**src/rtl/cvt_i_fp_mod.sv**
```systemverilog
// Integer to floating-point converter: three-stage clkEn-gated pipeline producing SNG/DBL/EXT in the 82-bit register layout.
// Optional rounding-mode input port rm[1:0] is enabled by defining CVT_I_FP_RMODE_EN; otherwise nearest-even is fixed.
module cvt_i_fp_mod #(
  parameter logic [15:0] BIAS = 16'h7fff
) (
  input  logic        clk,
  input  logic        rst,
  input  logic        clkEn,
  input  logic        en,
  input  logic [64:0] A,
  input  logic        is32b,
  input  logic        isSigned,
  input  logic        isSNG,
  input  logic        isDBL,
  input  logic        isEXT,
`ifdef CVT_I_FP_RMODE_EN
  input  logic [1:0]  rm,
`endif
  output logic [81:0] res,
  output logic        resValid,
  output logic        inexact
);

  typedef enum logic [1:0] {
    FMT_SNG = 2'd0,
    FMT_DBL = 2'd1,
    FMT_EXT = 2'd2
  } fmt_e;

  // Leading-zero count; the highest set bit wins because later iterations overwrite.
  function automatic logic [5:0] lzc64(input logic [63:0] v);
    logic [5:0] n;
    n = 6'd0;
    for (int i = 0; i < 64; i++) begin
      if (v[i]) begin
        n = 6'(63 - i);
      end else begin
        n = n;
      end
    end
    return n;
  endfunction

  logic [63:0] opnd_s;
  logic        sign_s;
  logic [64:0] mag_s;
  fmt_e        fmt_s;

  logic        v1_r;
  logic        sign1_r;
  logic [64:0] mag1_r;
  fmt_e        fmt1_r;

  logic [5:0]  lzc_s;
  logic [63:0] norm_s;
  logic [15:0] exp_s;
  logic        zero_s;

  logic        v2_r;
  logic        sign2_r;
  logic        zero2_r;
  logic [15:0] e2_r;
  logic [63:0] m2_r;
  fmt_e        fmt2_r;

  logic [1:0]  rm_s;
  logic        lsb_s;
  logic        guard_s;
  logic        sticky_s;
  logic        up_s;
  logic [64:0] inc_s;
  logic [64:0] sum_s;
  logic [63:0] mant_s;
  logic [15:0] exp_rnd_s;
  logic [81:0] res_s;
  logic        inexact_s;

  logic [81:0] res_r;
  logic        valid_r;
  logic        inexact_r;

  logic        unused_s;
  assign unused_s = A[64];

  // Stage 1 combinational: operand extension, sign and magnitude.
  always_comb begin
    opnd_s = A[63:0];
    if (is32b) begin
      if (isSigned) begin
        opnd_s = {{32{A[31]}}, A[31:0]};
      end else begin
        opnd_s = {32'd0, A[31:0]};
      end
    end else begin
      opnd_s = A[63:0];
    end
    sign_s = isSigned & opnd_s[63];
    // Negating the sign-extended 65-bit value maps -2^63 to +2^63 without overflow.
    if (sign_s) begin
      mag_s = 65'd0 - {opnd_s[63], opnd_s};
    end else begin
      mag_s = {1'b0, opnd_s};
    end
    if (isEXT) begin
      fmt_s = FMT_EXT;
    end else if (isDBL) begin
      fmt_s = FMT_DBL;
    end else begin
      fmt_s = FMT_SNG;
    end
  end

  // Stage 2 combinational: normalisation and unrounded exponent.
  always_comb begin
    lzc_s  = lzc64(mag1_r[63:0]);
    norm_s = mag1_r[63:0] << lzc_s;
    exp_s  = BIAS + 16'd63 - {10'd0, lzc_s};
    zero_s = ~|mag1_r;
  end

`ifdef CVT_I_FP_RMODE_EN
  logic [1:0] rm1_r;
  logic [1:0] rm2_r;

  // Rounding mode travels alongside the operand through stages 1 and 2.
  always_ff @(posedge clk or negedge rst) begin
    if (!rst) begin
      rm1_r <= 2'd0;
      rm2_r <= 2'd0;
    end else if (clkEn) begin
      rm1_r <= rm;
      rm2_r <= rm1_r;
    end
  end

  assign rm_s = rm2_r;
`else
  assign rm_s = 2'd0;
`endif

  // Stage 3 combinational: round at the format's precision, renormalise on carry-out.
  always_comb begin
    lsb_s    = 1'b0;
    guard_s  = 1'b0;
    sticky_s = 1'b0;
    inc_s    = 65'd0;
    case (fmt2_r)
      FMT_DBL: begin
        lsb_s    = m2_r[11];
        guard_s  = m2_r[10];
        sticky_s = |m2_r[9:0];
        inc_s    = 65'h800;
      end
      FMT_SNG: begin
        lsb_s    = m2_r[40];
        guard_s  = m2_r[39];
        sticky_s = |m2_r[38:0];
        inc_s    = 65'h100_0000_0000;
      end
      default: begin
        lsb_s    = 1'b0;
        guard_s  = 1'b0;
        sticky_s = 1'b0;
        inc_s    = 65'd0;
      end
    endcase
    case (rm_s)
      2'd0:    up_s = guard_s & (sticky_s | lsb_s);
      2'd1:    up_s = 1'b0;
      2'd2:    up_s = sign2_r & (guard_s | sticky_s);
      2'd3:    up_s = ~sign2_r & (guard_s | sticky_s);
      default: up_s = 1'b0;
    endcase
    sum_s = {1'b0, m2_r} + (up_s ? inc_s : 65'd0);
    if (sum_s[64]) begin
      mant_s    = 64'h8000_0000_0000_0000;
      exp_rnd_s = e2_r + 16'd1;
    end else begin
      mant_s    = sum_s[63:0];
      exp_rnd_s = e2_r;
    end
    inexact_s = ~zero2_r & (guard_s | sticky_s);
  end

  // Stage 3 combinational: pack sign, exponent and mantissa into the register layout.
  always_comb begin
    res_s = 82'd0;
    case (fmt2_r)
      FMT_EXT: begin
        res_s[80]    = sign2_r;
        res_s[79]    = exp_rnd_s[15];
        res_s[81]    = exp_rnd_s[14];
        res_s[78:65] = exp_rnd_s[13:0];
        res_s[64:33] = mant_s[63:32];
        res_s[31:0]  = mant_s[31:0];
      end
      FMT_DBL: begin
        res_s[64]    = sign2_r;
        res_s[79]    = exp_rnd_s[15];
        res_s[81]    = exp_rnd_s[14];
        res_s[62:53] = exp_rnd_s[9:0];
        res_s[52:33] = mant_s[62:43];
        res_s[31:0]  = mant_s[42:11];
      end
      FMT_SNG: begin
        res_s[31]    = sign2_r;
        res_s[30]    = exp_rnd_s[15];
        res_s[32]    = exp_rnd_s[14];
        res_s[29:23] = exp_rnd_s[6:0];
        res_s[22:0]  = mant_s[62:40];
      end
      default: begin
        res_s = 82'd0;
      end
    endcase
    if (zero2_r) begin
      res_s = 82'd0;
    end else begin
      res_s = res_s;
    end
  end

  // Pipeline registers for all three stages; clkEn low freezes everything.
  always_ff @(posedge clk or negedge rst) begin
    if (!rst) begin
      v1_r      <= 1'b0;
      sign1_r   <= 1'b0;
      mag1_r    <= 65'd0;
      fmt1_r    <= FMT_SNG;
      v2_r      <= 1'b0;
      sign2_r   <= 1'b0;
      zero2_r   <= 1'b0;
      e2_r      <= 16'd0;
      m2_r      <= 64'd0;
      fmt2_r    <= FMT_SNG;
      res_r     <= 82'd0;
      valid_r   <= 1'b0;
      inexact_r <= 1'b0;
    end else if (clkEn) begin
      v1_r    <= en;
      sign1_r <= sign_s;
      mag1_r  <= mag_s;
      fmt1_r  <= fmt_s;
      v2_r    <= v1_r;
      sign2_r <= sign1_r;
      zero2_r <= zero_s;
      e2_r    <= exp_s;
      m2_r    <= norm_s;
      fmt2_r  <= fmt1_r;
      valid_r <= v2_r;
      // Idle slots leave the last result on res untouched.
      if (v2_r) begin
        res_r     <= res_s;
        inexact_r <= inexact_s;
      end
    end
  end

  assign res      = res_r;
  assign resValid = valid_r;
  assign inexact  = inexact_r;

endmodule

```
**config.mk**
```make
export PLATFORM = sky130hd
export DESIGN_NAME = cvt_i_fp_mod
export DESIGN_NICKNAME = d
export VERILOG_FILES = /design/src/rtl/cvt_i_fp_mod.sv
export SDC_FILE = /design/constraint.sdc
export NUM_CORES = 1
export LEC_CHECK = 0
export CORE_MARGIN = 4
export CORE_UTILIZATION = 59
export DETAILED_ROUTE_END_ITERATION = 16
export PLACE_DENSITY = 0.78
export SYNTH_ARGS = -nofsm -noshare
export SYNTH_HDL_FRONTEND = slang
export SYNTH_SLANG_ARGS = --single-unit
export TNS_END_PERCENT = 20
```
**constraint.sdc**
```tcl
create_clock -name clk -period 5.3 [get_ports clk]
set_input_delay 0.795 -clock clk [delete_from_list [all_inputs] [get_ports clk]]
set_output_delay 0.795 -clock clk [all_outputs]
set_load 0.05 [all_outputs]
```
==> metrics <==
Comb pwr share=49.6%; CP Class=register to register; Main synth FF type=dfrtp_1; core area=29,000 um^2; clk_skew=12.0 ps; final number of hold-violating endpoints=0; Worst Setup End Kind=register; Clock power frac=19.7%; hold buffers post-CTS=0; RSZ-0062 raised after global routing=false; Ant. Diodes=0; Worst Hold Class=input pin to asynchronous set/reset pin; Worst-Skew Late Latency=560 ps; CTS tree=done; IR drop worst, VDD=0.000271 V; R2R depth=18; initial cell density of the core=60.5%; initial antenna violation count=0; global-route wire length before repair=101,000 um; final layout net count=2,192; asr flop ratio synth=100%; GR Util met2=63.8%; Worst slew margin=17.8%; Critical Path Fanout Max=10; GRT Util Overall=38.4%; post-route cell area=20,100 um^2; DRC violations left=0; crit path DAT=5320 ps; FF-to-FF End=res[29]; Top Ports=158; switching pwr=0.00450 W; FF-to-FF Start=fmt2_r[0]; syn_nets=2,131; Tmin final=4880 ps; drt first pass iters=6; final setup vio count=0; clk root buf=clkbuf_16; Yosys warnings=0; clk sinks=234; HPWL after detailed placement=49,000 um; Highest Clock Rate=205 MHz; FP Rows=62; most crowded layer after global routing=met2; vias=17,910; Tcrit/Tclk final=92.0%; Layout fillers=2,255; DR WL/cell=26.1 um; largest area contributor in the netlist=dfrtp_1; R2R Setup Slk=420 ps; vias per std cell=7.14; Yosys top cell area share=33.4%; H-tree level count=1; Syn Std Cell Area=17,600 um^2; Required @ worst endpoint=5740 ps; Seq/Total Area, Yosys=33.4%; die height=180 um; Port-buffer cells=155; largest net degree at the start of global routing=121; met1 usage=46.0%; Max Slew Vio Count=0; Post-synth EDFFs=0; Mapped Cells=2,045; top post-synthesis cells by area=dfrtp_1 33%, mux2i_1 11%, nand2_1 4.4%, nor2_1 3.8%, xnor2_1 3.6%; post-CTS sizing=0; peak per-stage delay on the critical path=490 ps; Clock Path Buffers=3; Net Sw Frac=47.5%; Post-CTS Setup Inserts=0; Startpoint Class=register; layout cell share with drive strength beyond 1=7.86%; Post-Route WL=65,400 um; GR Layer Usage met3=5.91%; MaxCap Viol Count=0; vias in the first global route=17,101; status=finished, final reports clean; Cell Area, Placed=19,300 um^2; CTS clock-pin slew for the worst setup and hold paths=60 ps; Commonest cells post-synth=234 x dfrtp_1, 206 x nand2_1, 189 x mux2i_1; Static Leak=8.31 nW; Pwr per Cell Area=471 nW/um^2; P&R area growth vs syn=14.7%; FF+latch count, synth=234; footprint of the multi-input gates=10,800 um^2; Worst path slowest cell=nor2_1; remaining global-route overflow=0; Avg Inst Size Synth=8.58 um^2; setup TNS=0 ps; Final ANT Viol Nets=0; synth unique cells=83; most instantiated library cell after synthesis=dfrtp_1; Placer Congestion=1.10; DIE AREA=32,600 um^2; initial drt markers=2,552; internal power=0.00498 W; crit path cell chain=inv_1, ha_1, clkinv_1, nor2_1, a21oi_1, a21oi_1, and2_1, ha_1, and2_1, nand4_1, nor4_2, a21oi_1, or2_2, nor2_1, nor2_1, a22o_1, o21bai_1, a22o_1; worst slew pin tran=1230 ps; clock buffer count from CTS=26; die width=180 um; fraction of power consumed by sequential logic=30.7%; register area=5860 um^2
==> power by group through the flow <==
stage                     clock network, W  logic, W  registers [W]
after CTS                          0.00186   0.00459        0.00287
after floorplan                          0   0.00257        0.00318
final                              0.00186   0.00470        0.00291
after detailed placement                 0   0.00456        0.00290
after global placement                   0   0.00449        0.00287
after global routing               0.00194   0.00491        0.00295
==> flip-flops by register name, summed over array words and instances (netlist names) <==
name      cells
res          82
mag1_r       65
m2_r         64
e2_r         12
fmt1_r        2
fmt2_r        2
inexact       1
resValid      1
sign1_r       1
sign2_r       1
v1_r          1
v2_r          1
zero2_r       1
==> stage by stage <==
stage	cells	util (%)	hold slack (ps)	setup slack, ps	power (W)
detailed placement	2462	66.4	470	521	0.00746
global route	2509	69.4	413	146	0.00980
global placement	2462	66.4	451	628	0.00736
CTS	2509	69.4	375	504	0.00933
finish	2509	69.4	297	424	0.00948
floorplan	2045	-	449	1110	0.00575
==> worst max-delay path: cells and delay by family (launching register included) <==
family / cells / cell delay, ps
simple gates: 8 / 2380
fa+ha+maj: 2 / 330
flops: 1 / 420
buf+inv: 2 / 410
compound gates: 6 / 1190
==> cell usage in the layout, fill, tap and decap left out, types with 30 or more instances in the layout <==
cell and instances:
a21oi_1 116, a22oi_1 68, buf_4 45, clkdlybuf4s50_1 153, dfrtp_1 234, inv_1 44
mux2_2 33, mux2i_1 189, nand2_1 204, nand3_1 41, nor2_1 176, nor3_1 53
nor4_1 31, o21ai_0 103, o221ai_1 30, xnor2_1 72, xor2_1 48
==> worst max path at each step <==
stage                    to      start  slack [ps]  cells past startpoint
global placement    res[29]  fmt2_r[0]         630                     18
detailed placement  res[29]  fmt2_r[0]         520                     18
CTS                 res[29]  fmt2_r[0]         500                     18
floorplan           res[29]  fmt2_r[0]        1110                     20
finish              res[29]  fmt2_r[0]         420                     18
global route         res[5]  fmt2_r[1]         150                     17
==> kinds of logic (layout without fill, tap and decap cells) <==
logic type	Yosys count	count (layout)	synth area share [%]
buffers and inverters	216	296	5.30
adders and majority gates	12	12	0.855
muxes	232	232	13.9
DFF	234	234	33.4
AOI/OAI and AO/OA	594	594	23.5
and+or+nand+nor	637	637	17.0
xor gates and xnor gates	120	120	5.99
==> layout make-up <==
class	instances	share of cell area, %
Clock buffer	32	3.60
Clock inverter	15	0.746
Inverter	48	0.907
Multi-Input combinational cell	1595	53.7
Sequential cell	234	29.1
Tap cell	384	2.39
Timing Repair Buffer	201	9.56
==> routing by layer <==
metal / up-vias / wire [um]
met5: - / 0
met4: 0 / 5670
met3: 311 / 6020
met2: 1335 / 30500
met1: 8513 / 23200
li1: 7751 / -
Power figures use the tool's default switching activity.
